===== config.mk =====
export PLATFORM = sky130hd
export DESIGN_NAME = core_run_controller
export DESIGN_NICKNAME = d
export VERILOG_FILES = /design/src/rtl/runctrl_pkg.sv /design/src/rtl/core_run_controller.sv
export SDC_FILE = /design/constraint.sdc
export NUM_CORES = 1
export LEC_CHECK = 0
export BUFFER_PORTS_ARGS = -buffer_cell sky130_fd_sc_hd__buf_4
export CAP_MARGIN = 10
export CORE_MARGIN = 4
export CORE_UTILIZATION = 53
export CTS_BUF_LIST = sky130_fd_sc_hd__clkbuf_4 sky130_fd_sc_hd__clkbuf_8
export DETAILED_ROUTE_END_ITERATION = 6
export PLACE_DENSITY = 0.92
export RECOVER_POWER = 50
export SYNTH_ARGS = -nofsm -noshare
export SYNTH_HDL_FRONTEND = slang
export SYNTH_SLANG_ARGS = --single-unit

===== constraint.sdc =====
create_clock -name clk -period 9.13 [get_ports clk]
set_input_delay 1.826 -clock clk [delete_from_list [all_inputs] [get_ports clk]]
set_output_delay 1.826 -clock clk [all_outputs]
set_load 0.05 [all_outputs]

===== src/rtl/runctrl_pkg.sv =====
// runctrl_pkg: shared types for the core run controller.
//   cmd_op_e : 3-bit host command codes (code 7 is unassigned and always illegal)
//   state_e  : run controller sequencer states
package runctrl_pkg;

  typedef enum logic [2:0] {
    OP_NOP    = 3'd0,
    OP_RUN    = 3'd1,
    OP_HALT   = 3'd2,
    OP_STEP   = 3'd3,
    OP_MEM_RD = 3'd4,
    OP_MEM_WR = 3'd5,
    OP_SET_BP = 3'd6
  } cmd_op_e;

  typedef enum logic [2:0] {
    ST_BOOT   = 3'd0,
    ST_HALTED = 3'd1,
    ST_RUN    = 3'd2,
    ST_STEP   = 3'd3,
    ST_MEM    = 3'd4
  } state_e;

endpackage


===== src/rtl/core_run_controller.sv =====
// core_run_controller: run/halt/step sequencer and data-RAM arbiter for the
// RV32I single-cycle core.
//
// Optional feature macro: RUNCTRL_BREAKPOINT_EN (PC breakpoint register).
//
// Ports
//   clk, rst            clock (rising edge), asynchronous active-high reset
//   cmd_valid/cmd_ready host command handshake
//   cmd_op/addr/wdata   command fields, latched on accept
//   rsp_valid/err/data  one response pulse per accepted command (plus one
//                       unsolicited pulse on a breakpoint hit)
//   pc                  core program counter (observed)
//   core_ram_*          core-side RAM port
//   ram_*               data RAM port (asynchronous read data)
//   core_en             PC register enable to the core
//   halted              high in HALTED
//   cycle_cnt           saturating count of cycles with core_en=1
//   dbg_state           current sequencer state
//
// Handshake: a command transfers on a cycle where cmd_valid && cmd_ready;
// rsp_valid is a one-cycle pulse that is never back-pressured.
module core_run_controller
  import runctrl_pkg::*;
#(
  parameter int RAM_DEPTH = 64,
  parameter int WORD_SIZE = 32,
  parameter int BOOT_HOLD = 4,
  parameter int CNT_WIDTH = 32,
  localparam int AW = $clog2(RAM_DEPTH)
) (
  input  logic                 clk,
  input  logic                 rst,
  input  logic                 cmd_valid,
  output logic                 cmd_ready,
  input  logic [2:0]           cmd_op,
  input  logic [AW-1:0]        cmd_addr,
  input  logic [WORD_SIZE-1:0] cmd_wdata,
  output logic                 rsp_valid,
  output logic                 rsp_err,
  output logic [WORD_SIZE-1:0] rsp_data,
  input  logic [31:0]          pc,
  input  logic                 core_ram_we,
  input  logic [AW-1:0]        core_ram_addr,
  input  logic [WORD_SIZE-1:0] core_ram_wdata,
  output logic                 ram_we,
  output logic [AW-1:0]        ram_addr,
  output logic [WORD_SIZE-1:0] ram_wdata,
  input  logic [WORD_SIZE-1:0] ram_rdata,
  output logic                 core_en,
  output logic                 halted,
  output logic [CNT_WIDTH-1:0] cycle_cnt,
  output state_e               dbg_state
);

  localparam int BW = $clog2(BOOT_HOLD + 1);

  state_e                 state_q, state_d;
  logic [BW-1:0]          boot_q;
  logic [2:0]             op_q;
  logic [AW-1:0]          addr_q;
  logic [WORD_SIZE-1:0]   wdata_q;
  logic                   rsp_valid_q, rsp_err_q, rsp_live_q;
  logic [WORD_SIZE-1:0]   rsp_data_q;
  logic [CNT_WIDTH-1:0]   cnt_q;

  logic                   accept, bp_hit, bp_load;
  logic                   rsp_set, rsp_err_d, rsp_live_d;
  logic [WORD_SIZE-1:0]   rsp_data_d;
  logic [WORD_SIZE-1:0]   pc_word;

  assign pc_word = WORD_SIZE'(pc);

`ifdef RUNCTRL_BREAKPOINT_EN
  logic [31:0] bp_q;
  logic        bp_valid_q;

  // The gate is combinational so the core never advances past the
  // breakpoint PC. A breakpoint stays armed after it fires: resume with STEP
  // (which ignores it) before issuing RUN again.
  assign bp_hit = (state_q == ST_RUN) && bp_valid_q && (pc == bp_q);

  always_ff @(posedge clk or posedge rst) begin
    if (rst) begin
      bp_q       <= '0;
      bp_valid_q <= 1'b0;
    end else if (bp_load) begin
      bp_q       <= cmd_wdata[31:0];
      bp_valid_q <= 1'b1;
    end
  end
`else
  assign bp_hit = 1'b0;
`endif

  assign core_en   = ((state_q == ST_RUN) || (state_q == ST_STEP)) && !bp_hit;
  // Commands are refused on the breakpoint-hit cycle so the unsolicited
  // response cannot collide with a command response.
  assign cmd_ready = (state_q == ST_HALTED) || ((state_q == ST_RUN) && !bp_hit);
  assign accept    = cmd_valid && cmd_ready;
  assign halted    = (state_q == ST_HALTED);
  assign dbg_state = state_q;
  assign cycle_cnt = cnt_q;
  assign rsp_valid = rsp_valid_q;
  assign rsp_err   = rsp_err_q;
  // A STEP response reports the PC after the step; that value only exists
  // on the pc input during the response cycle itself.
  assign rsp_data  = rsp_live_q ? pc_word : rsp_data_q;

  always_comb begin
    state_d    = state_q;
    rsp_set    = 1'b0;
    rsp_err_d  = 1'b0;
    rsp_live_d = 1'b0;
    rsp_data_d = pc_word;
    bp_load    = 1'b0;
    case (state_q)
      ST_BOOT: begin
        if (boot_q <= BW'(1)) state_d = ST_HALTED;
      end
      ST_HALTED: begin
        if (accept) begin
          case (cmd_op_e'(cmd_op))
            OP_NOP, OP_HALT: rsp_set = 1'b1;
            OP_RUN: begin
              state_d = ST_RUN;
              rsp_set = 1'b1;
            end
            OP_STEP:              state_d = ST_STEP;
            OP_MEM_RD, OP_MEM_WR: state_d = ST_MEM;
            OP_SET_BP: begin
              rsp_set = 1'b1;
`ifdef RUNCTRL_BREAKPOINT_EN
              bp_load = 1'b1;
`else
              rsp_err_d = 1'b1;
`endif
            end
            default: begin
              rsp_set   = 1'b1;
              rsp_err_d = 1'b1;
            end
          endcase
        end
      end
      ST_RUN: begin
        if (bp_hit) begin
          state_d = ST_HALTED;
          rsp_set = 1'b1;
        end else if (accept) begin
          rsp_set = 1'b1;
          if (cmd_op == OP_HALT)     state_d   = ST_HALTED;
          else if (cmd_op != OP_NOP) rsp_err_d = 1'b1;
        end
      end
      ST_STEP: begin
        state_d    = ST_HALTED;
        rsp_set    = 1'b1;
        rsp_live_d = 1'b1;
      end
      ST_MEM: begin
        state_d = ST_HALTED;
        rsp_set = 1'b1;
        if (op_q == OP_MEM_RD) rsp_data_d = ram_rdata;
      end
      default: state_d = ST_BOOT;
    endcase
  end

  always_ff @(posedge clk or posedge rst) begin
    if (rst) begin
      state_q     <= ST_BOOT;
      boot_q      <= BW'(BOOT_HOLD);
      op_q        <= '0;
      addr_q      <= '0;
      wdata_q     <= '0;
      rsp_valid_q <= 1'b0;
      rsp_err_q   <= 1'b0;
      rsp_live_q  <= 1'b0;
      rsp_data_q  <= '0;
      cnt_q       <= '0;
    end else begin
      state_q     <= state_d;
      if ((state_q == ST_BOOT) && (boot_q != '0)) boot_q <= boot_q - BW'(1);
      if (accept) begin
        op_q    <= cmd_op;
        addr_q  <= cmd_addr;
        wdata_q <= cmd_wdata;
      end
      rsp_valid_q <= rsp_set;
      rsp_err_q   <= rsp_err_d;
      rsp_live_q  <= rsp_live_d;
      if (rsp_set) rsp_data_q <= rsp_data_d;
      if (core_en && (cnt_q != '1)) cnt_q <= cnt_q + CNT_WIDTH'(1);
    end
  end

  // Host owns the RAM only during MEM; the core cannot store while stalled.
  always_comb begin
    ram_we    = core_ram_we & core_en;
    ram_addr  = core_ram_addr;
    ram_wdata = core_ram_wdata;
    if (state_q == ST_MEM) begin
      ram_we    = (op_q == OP_MEM_WR);
      ram_addr  = addr_q;
      ram_wdata = wdata_q;
    end
  end

endmodule


==> results of run 1 <==
per-stage QoR:
stage          utilization  setup slack [ns]
6_report             0.762              4.76
5_1_grt              0.762              4.46
4_1_cts              0.769              4.89
3_5_place_dp         0.732              4.89
3_3_place_gp         0.732              4.90
2_1_floorplan            -              4.29
cells by family after synthesis:
group	after synthesis
multiplexers	107
adder cells (fa/ha/maj)	4
flip-flops	114
AO/OA/AOI/OAI	48
XOR/XNOR	32
buffers and inverters	42
AND/OR/NAND/NOR	247
placed cells by master, fill, tap and decap left out, types with 3 or more instances in the layout:
master and instances:
clkbuf_1 14, o21ai_0 4, mux2i_1 33, a21oi_1 34, buf_4 249, and4_1 5, clkinvlp_4 6, nor4_1 4
xor2_1 15, nor4b_1 3, inv_1 11, nor2_1 48, mux2_2 74, ha_1 4, nand4_1 7, xnor2_1 17
nand2_1 133, nand3_1 9, nor3_1 10, clkbuf_8 20, dfrtp_1 113, nand2b_1 5, nand4b_1 3
routing by layer:
layer / global-route usage / up-vias / share of wire
met4: 0.113 / 0 / 0.036
met1: 0.305 / 2644 / 0.37
met3: 0.0909 / 49 / 0.084
li1: - / 2527 / -
met5: 0 / - / 0
met2: 0.473 / 257 / 0.51
worst max path at each step:
stage / endpoint / slack, ns / start
after floorplan: addr_q[0] / 4.29 / rst
after global placement: rsp_data[0] / 4.90 / pc[0]
after detailed placement: rsp_data[0] / 4.89 / pc[0]
after CTS: rsp_data[0] / 4.89 / pc[0]
after global routing: rsp_data_q[18] / 4.46 / cmd_op[2]
final: rsp_data_q[16] / 4.76 / cmd_op[2]
area by class of cell:
| class | count | area share |
|---|---|---|
| tap | 140 | 0.0210 |
| multi-input combinational | 438 | 0.351 |
| clock buffer | 20 | 0.0331 |
| sequential | 114 | 0.343 |
| inverter | 12 | 0.00556 |
| timing repair buffer | 263 | 0.231 |
| clock inverter | 12 | 0.0159 |
state kept, by name, summed over array words and instances, names as in the netlist:
name	count
dbg_state	3
rsp_data_q	32
cycle_cnt	32
wdata_q	32
rsp_valid	1
rsp_live_q	1
boot_q	3
rsp_err	1
op_q	3
addr_q	6
power by group through the flow:
stage / registers (mW) / logic, mW / clock network (mW)
floorplan: 0.841 / 0.943 / 0
global placement: 0.813 / 1.31 / 0
detailed placement: 0.827 / 1.35 / 0
CTS: 0.822 / 1.36 / 0.485
global route: 0.847 / 1.43 / 0.516
finish: 0.826 / 1.35 / 0.479
==> out/qor.txt, run 1 <==
status: finished, violations left
violated checks: max-capacitance violations, max-slew violations
commonest cells in the synthesized netlist: 133 x nand2_1, 113 x dfrtp_1, 74 x mux2_2
Post-CTS Resized: 0
DR pass1 iterations: 4
mapped cell area: 5980 sq um
slew at the pin with the worst max-slew slack: 2.73 ns
clk sinks: 114
CP required: 9.31 ns
clock network fraction of design power: 0.180
critical path endpoint category: flop
Synth top area share: 0.473
largest family of logic cells by synthesized area: simple AND/OR/NAND/NOR gates
Yosys warnings: 0
P_leak: 3.94 nW
Syn Area/Cell: 10.1 sq um
Min-Delay Path Depth: 1
Worst Setup Start Kind: input pin
# diodes: 0
final instance area: 8330 sq um
layout cells sized above 1: 0.424
final period utilization: 0.478
switching share of power: 0.451
Buf/Inv on CP: 2
Port Buffers: 257
I/O Pins: 258
vias per std cell: 5.48
H-tree depth: 4
Setup Skew: 0.0115 ns
Final Non-Filler Cells: 999
initial antenna violation count: 0
Congestion Overflow GR: 0
Cell Area, Placed: 8000 sq um
pwr dens: 319 nW/um^2
hpwl dp: 13.1 mm
Hold Slack: 0.500 ns
relative slew slack: -0.819
Critical R2R Launch: dbg_state[1]
final setup vio count: 0
count leader, synth: nand2_1
most used cell, CP: clkbuf_1
Design Power: 2.66 mW
routed len/inst: 17.7 um
CTS clk-pin slew, worst paths: 0.07 ns
initial DRC count: 326
min Tclk post-route: 4.37 ns
Core Box Area: 10900 sq um
Area contributors post-synth: dfrtp_1 47%, mux2_2 14%, nand2_1 8.4%
sequential power share: 0.310
vias in the first global route: 5766
Rows: 38
Max Freq: 0.229 GHz
Register Area: 2850 sq um
min-delay src: cycle_cnt[26]
Post-Place Cells: 967
Compound-Gate Fraction of Synth Area: 0.0458
total global-route track usage: 0.272
maximum net fanout on the critical path: 65
CTS tree: built
Yosys top cell by area: dfrtp_1
worst path cell trace: clkbuf_1 > nand3b_1 > a31oi_1 > o221ai_4 > clkbuf_1 > a21oi_1
RD Place Congestion: 0.849
Sw Pwr: 1.20 mW
critical path depth: 6
Post-Synth Adder-Cell Area: 0.00837
async set-reset flop share out of synthesis: 1.00
P_int: 1.46 mW
number of synthesized flops with an enable pin: 0
initial core utilization: 0.547
syn nets: 745
clock root cell: clkbuf_8
Post-DRT Antenna Nets: 0
hold endpoint: cycle_cnt[26]
maximum VDD drop: 0.236 mV
Critical Path AT: 4.55 ns
combinational share of power: 0.510
Mapped Cells: 594
Reg2Reg Setup Slack: 5.57 ns
Slowest-stage cell, CP: clkbuf_1
Distinct cells, synth: 49
Num CTS Buffers: 17
post-synthesis mux area share: 0.195
Die Height: 114 um
Top FF cell, synth: dfrtp_1
post-CTS setup buffer count: 0
HP Class: flop to flop
RSZ-0062 raised after global routing: no
Simple-Gate Fraction of Synth Area: 0.195
worst-skew pair later-pin latency: 0.44 ns
CP top delay family: buffers and inverters
Fillers: 756
Setup TNS Final: 0 ns
slowest cell delay on critical path: 1.81 ns
Crit Path Category: input pin to flop
Clock Tree Buf Depth: 2
Post-CTS Hold Buffers: 0
Yosys reg bits: 114
Layout Nets: 997
Detailed Route WL: 17.7 mm
# Max-Cap Violations: 4
first-pass GRT wire length: 28.1 mm
Slew Limit Fails: 167
largest net degree at the start of global routing: 69
Die Width: 114 um
Reg2Reg Depth: 5
Crit Reg-Reg Endpoint: addr_q[0]
Syn-to-layout area delta: 39.3%
DRC violations left: 0
Final Hold Vio Count: 0
DR vias: 5477
area of the multi-input gates: 2920 sq um
die area: 13000 sq um
xor/xnor cell area share of the yosys netlist: 0.0469
sequential fraction of the synthesis area: 0.477
Power figures use the tool's default switching activity.
==> run 2, diff against run 1 <==
Settings changed: CORE_UTILIZATION 53 to 50, PLACE_DENSITY 0.92 to 0.87.
Clock period 9.13 ns to 4.47 ns, I/O delays scaled along.
==> out/qor.txt, run 2 (synthesis results as in run 1) <==
status: finished, violations left
violated checks: max-capacitance violations, max-slew violations
Post-DRT Antenna Nets: 0 (unchanged)
Min-Delay Path Depth: 1 (unchanged)
most frequent cells in the layout: 227 x buf_4, 133 x nand2_1, 113 x dfrtp_1, 74 x mux2_2, 48 x nor2_1
maximum net fanout on the critical path: 31 (-52%)
Setup TNS Final: 0 ns (unchanged)
pre-CTS setup slack: 1.39 ns (-3.50 ns)
CTS clk-pin slew, worst paths: 0.07 ns (about the same)
clock network fraction of design power: 0.207 (+0.027)
Detailed Route WL: 17.6 mm (-0.44%)
hpwl dp: 13.3 mm (+1.2%)
relative slew slack: -0.424 (+0.395)
Max Freq: 0.278 GHz
Core Box Area: 11600 sq um (+5.8%)
worst path cell trace: nor2_1 > nand2_1 > buf_4 > nand2_1 > nand2_1 > buf_4
Congestion Overflow GR: 0 (unchanged)
final period utilization: 0.805
Rows: 39 (+2.6%)
clk sinks: 114 (unchanged)
min Tclk post-route: 3.60 ns
fin util: 0.723 (-0.0384)
clock root cell: clkbuf_8
RSZ-0062 raised after global routing: no
H-tree depth: 4 (unchanged)
total global-route track usage: 0.254 (-0.0174)
maximum VDD drop: 0.472 mV (+100%)
die area: 13800 sq um (+5.6%)
I/O Pins: 258 (unchanged)
DRC violations left: 0 (unchanged)
Reg2Reg Depth: 6 (+1)
Syn-to-layout area delta: 39.9%
Port Buffers: 257 (unchanged)
# diodes: 0 (unchanged)
Final Non-Filler Cells: 1003 (+0.40%)
Die Height: 117 um (+2.7%)
slowest cell delay on critical path: 0.73 ns (-1.08 ns)
Critical Path AT: 2.71 ns (-1.84 ns)
pwr dens: 666 nW/um^2 (+110%)
Die Width: 117 um (+2.7%)
most used cell, CP: nand2_1
P_leak: 3.92 nW (-0.60%)
CP required: 3.58 ns (-5.73 ns)
Worst Setup Start Kind: flop
switching share of power: 0.434 (-0.0169)
Fillers: 857 (+13%)
CTS tree: built
P_int: 3.15 mW (+120%)
Reg2Reg Setup Slack: 1.41 ns (-4.16 ns)
critical path endpoint category: primary output
largest net degree at the start of global routing: 66 (-4.3%)
layout cells sized above 1: 0.403 (-0.0203)
final setup vio count: 0 (unchanged)
DR vias: 5419 (-1.1%)
worst-skew pair later-pin latency: 0.42 ns (-0.02 ns)
Num CTS Buffers: 17 (unchanged)
Setup WS post-layout: 0.870 ns (-3.89 ns)
post-CTS setup buffer count: 0 (unchanged)
Setup Skew: 0.0109 ns (-0.000564 ns)
Sw Pwr: 2.42 mW (+100%)
Crit Path Category: flop to primary output
RD Place Congestion: 0.830 (-2.2%)
vias per std cell: 5.40 (-1.5%)
Layout Nets: 998 (+0.10%)
initial DRC count: 346 (+6.1%)
initial antenna violation count: 0 (unchanged)
most common cell after layout, fill and taps aside: buf_4
DR pass1 iterations: 5 (+1)
Slew Limit Fails: 119 (-29%)
HP Class: flop to flop
Post-CTS Resized: 0 (unchanged)
combinational share of power: 0.491 (-0.019)
slew at the pin with the worst max-slew slack: 2.14 ns (-0.590 ns)
vias in the first global route: 5890 (+2.2%)
routed len/inst: 17.5 um (-0.84%)
Post-CTS Hold Buffers: 0 (unchanged)
Final Hold Vio Count: 0 (unchanged)
# Max-Cap Violations: 3 (-1)
sequential power share: 0.302 (-0.008)
Clock Tree Buf Depth: 2 (unchanged)
initial core utilization: 0.517 (-0.0297)
first-pass GRT wire length: 28.7 mm (+2.1%)
Post-Place Cells: 970 (+0.31%)
Design Power: 5.57 mW (+110%)
Slowest-stage cell, CP: nand2_1
run 2: layout make-up:
cell class / instances / area, sq um / area share
repair buffers: 264 / 1870 / 0.224
clock buffers: 23 / 304 / 0.0364
inverters: 12 / 46.3 / 0.00554
multi-input cells: 438 / 2930 / 0.351
clock inverters: 9 / 175 / 0.0209
flip-flops and latches: 114 / 2850 / 0.341
well taps: 143 / 179 / 0.0214
run 2: final timing paths:
check                              start             to
hold reg to reg            cycle_cnt[20]  cycle_cnt[20]
max in group asynchronous            rst   cycle_cnt[1]
setup reg to reg            dbg_state[1]  rsp_data_q[2]
hold / removal             cycle_cnt[20]  cycle_cnt[20]
min in group asynchronous            rst  cycle_cnt[30]
setup / recovery            dbg_state[1]    ram_addr[3]
run 2: power by group through the flow:
stage	clock network [mW]	logic (mW)	registers, mW
finish	1.15	2.73	1.68
CTS	1.16	2.72	1.71
global placement	0	2.64	1.69
detailed placement	0	2.71	1.72
global route	1.23	2.89	1.73
floorplan	0	1.93	1.72
run 2: stage by stage:
step / hold WS, ns / instance area, sq um
after floorplan: 0.474 / 5980
after global placement: 0.479 / 8010
after detailed placement: 0.474 / 8010
after CTS: 0.486 / 8490
after global routing: 0.493 / 8360
final: 0.482 / 8360
run 2: metal layers:
metal  track usage  vias to the layer above  share of wire
met5             0                        -              0
met4         0.141                        0          0.050
met1         0.273                     2553           0.36
li1              -                     2534              -
met3        0.0910                       66          0.087
met2         0.437                      266           0.50
run 2: critical path, delay by kind of cell (launching register included):
family	cells	cell delay, ns
buffers and inverters	2	0.64
and+or+nand+nor	4	1.15
DFF	1	0.50
==> run 3, diff against run 2 <==
Clock period 4.47 ns to 3.7 ns, I/O delays scaled along.
==> out/qor.txt, run 3 (synthesis results as in run 1) <==
status: finished, violations left
violated checks: max-capacitance violations, max-slew violations
Critical Path AT: 2.14 ns (-0.57 ns)
total global-route track usage: 0.257 (+0.00303)
Hold Slack: 0.507 ns (+0.0246 ns)
H-tree depth: 4 (unchanged)
clk sinks: 114 (unchanged)
Die Width: 117 um (unchanged)
HP Class: flop to flop
Layout Nets: 997 (-0.10%)
Die Height: 117 um (unchanged)
DR vias: 5383 (-0.66%)
Post-CTS Resized: 0 (unchanged)
min Tclk post-route: 2.88 ns
Post-CTS Hold Buffers: 0 (unchanged)
maximum net fanout on the critical path: 39 (+26%)
post-CTS setup buffer count: 0 (unchanged)
# diodes: 0 (unchanged)
Congestion Overflow GR: 0 (unchanged)
first-pass GRT wire length: 29.2 mm (+2.0%)
Setup Skew: 0.0119 ns (+0.000938 ns)
DRC violations left: 0 (unchanged)
Core Box Area: 11600 sq um (unchanged)
Fillers: 846 (-1.3%)
clock root cell: clkbuf_8
I/O Pins: 258 (unchanged)
pwr dens: 800 nW/um^2 (+20%)
# Max-Cap Violations: 1 (-2)
die area: 13800 sq um (unchanged)
CTS clk-pin slew, worst paths: 0.07 ns (about the same)
Detailed Route WL: 17.6 mm (about the same)
most common cell after layout, fill and taps aside: buf_4
RSZ-0062 raised after global routing: no
CTS tree: built
hpwl dp: 13.2 mm (-0.36%)
Slew Limit Fails: 49 (-59%)
initial core utilization: 0.517 (unchanged)
P_leak: 3.89 nW (-0.57%)
critical path endpoint category: primary output
Port Buffers: 257 (unchanged)
Max Freq: 0.348 GHz
vias per std cell: 5.38 (-0.47%)
Worst Setup Start Kind: flop
layout cells sized above 1: 0.402 (-0.00139)
maximum VDD drop: 0.413 mV (-12%)
Final Hold Vio Count: 0 (unchanged)
slew at the pin with the worst max-slew slack: 2.18 ns (+0.0399 ns)
DR pass1 iterations: 5 (unchanged)
most frequent cells in the layout: 225 x buf_4, 133 x nand2_1, 113 x dfrtp_1, 74 x mux2_2, 48 x nor2_1
Rows: 39 (unchanged)
Setup TNS Final: 0 ns (unchanged)
Syn-to-layout area delta: 39.1%
routed len/inst: 17.6 um (+0.22%)
CP required: 2.96 ns (-0.62 ns)
Crit Path Category: flop to primary output
worst-skew pair later-pin latency: 0.42 ns (about the same)
initial antenna violation count: 0 (unchanged)
final period utilization: 0.777
RD Place Congestion: 0.883 (+6.4%)
initial DRC count: 421 (+22%)
final setup vio count: 0 (unchanged)
vias in the first global route: 5907 (+0.29%)
relative slew slack: -0.459 (-0.0346)
Num CTS Buffers: 17 (unchanged)
Post-DRT Antenna Nets: 0 (unchanged)
largest net degree at the start of global routing: 67 (+1.5%)
Clock Tree Buf Depth: 2 (unchanged)
run 3: cell types whose count changed in the layout (fill, tap and decap cells not counted):
cell / previous run / this run
buf_16: 1 / 0
clkinv_2: 2 / 4
buf_4: 227 / 225
clkbuf_2: 0 / 1
and2_0: 0 / 1
clkbuf_8: 21 / 18
and2_1: 2 / 1
buf_12: 0 / 1
run 3: routing by layer:
metal | vias up | GRT usage | wire length (um)
met2 | 236 | 0.464 | 9350
met4 | 0 | 0.0968 | 419
met3 | 35 | 0.0823 | 1420
li1 | 2526 | - | -
met1 | 2586 | 0.283 | 6420
met5 | - | 0 | 0
run 3: cell type report:
class	instances	area, sq um	share of cell area
clock buffer	20	263	0.0316
clock inverter	11	185	0.0223
inverter	12	46.3	0.00557
multi-input combinational	438	2930	0.353
sequential	114	2850	0.343
tap	143	179	0.0215
timing repair buffer	263	1850	0.223
run 3: critical path, cell delays in order (launching register included):
cell     delay, ns
dfrtp_1       0.51
nor2_1        0.24
and2_1        0.16
buf_4         0.35
nand2_1       0.16
nand2_1       0.09
buf_4         0.19
run 3: report_power, final:
group	internal [mW]	switching [mW]	leakage (nW)
Sequential	1.71	0.311	1.39
Combinational	1.19	2.11	2.28
Clock	0.826	0.506	0.225
Total	3.73	2.92	3.89
run 3: path summary, 6_finish.rpt:
check                      slack (ns)            end          start  cells past startpoint
setup / recovery                 0.82    ram_addr[4]   dbg_state[1]                      6
hold / removal                   0.51      addr_q[4]      addr_q[4]                      1
setup reg to reg                 0.88   cycle_cnt[5]  cycle_cnt[24]                      5
hold reg to reg                  0.51      addr_q[4]      addr_q[4]                      1
max in group asynchronous        1.66      boot_q[2]            rst                      3
min in group asynchronous        0.90  cycle_cnt[27]            rst                      2
run 3: metrics by stage:
step,cell area [sq um],instances,setup WS (ns),util,power [mW]
global route,8310,1001,0.660,0.719,6.99
finish,8310,1001,0.823,0.719,6.65
floorplan,5980,594,0.825,-,4.40
global placement,8020,970,1.38,0.693,5.26
detailed placement,8020,970,1.21,0.693,5.37
CTS,8470,1001,0.835,0.732,6.73
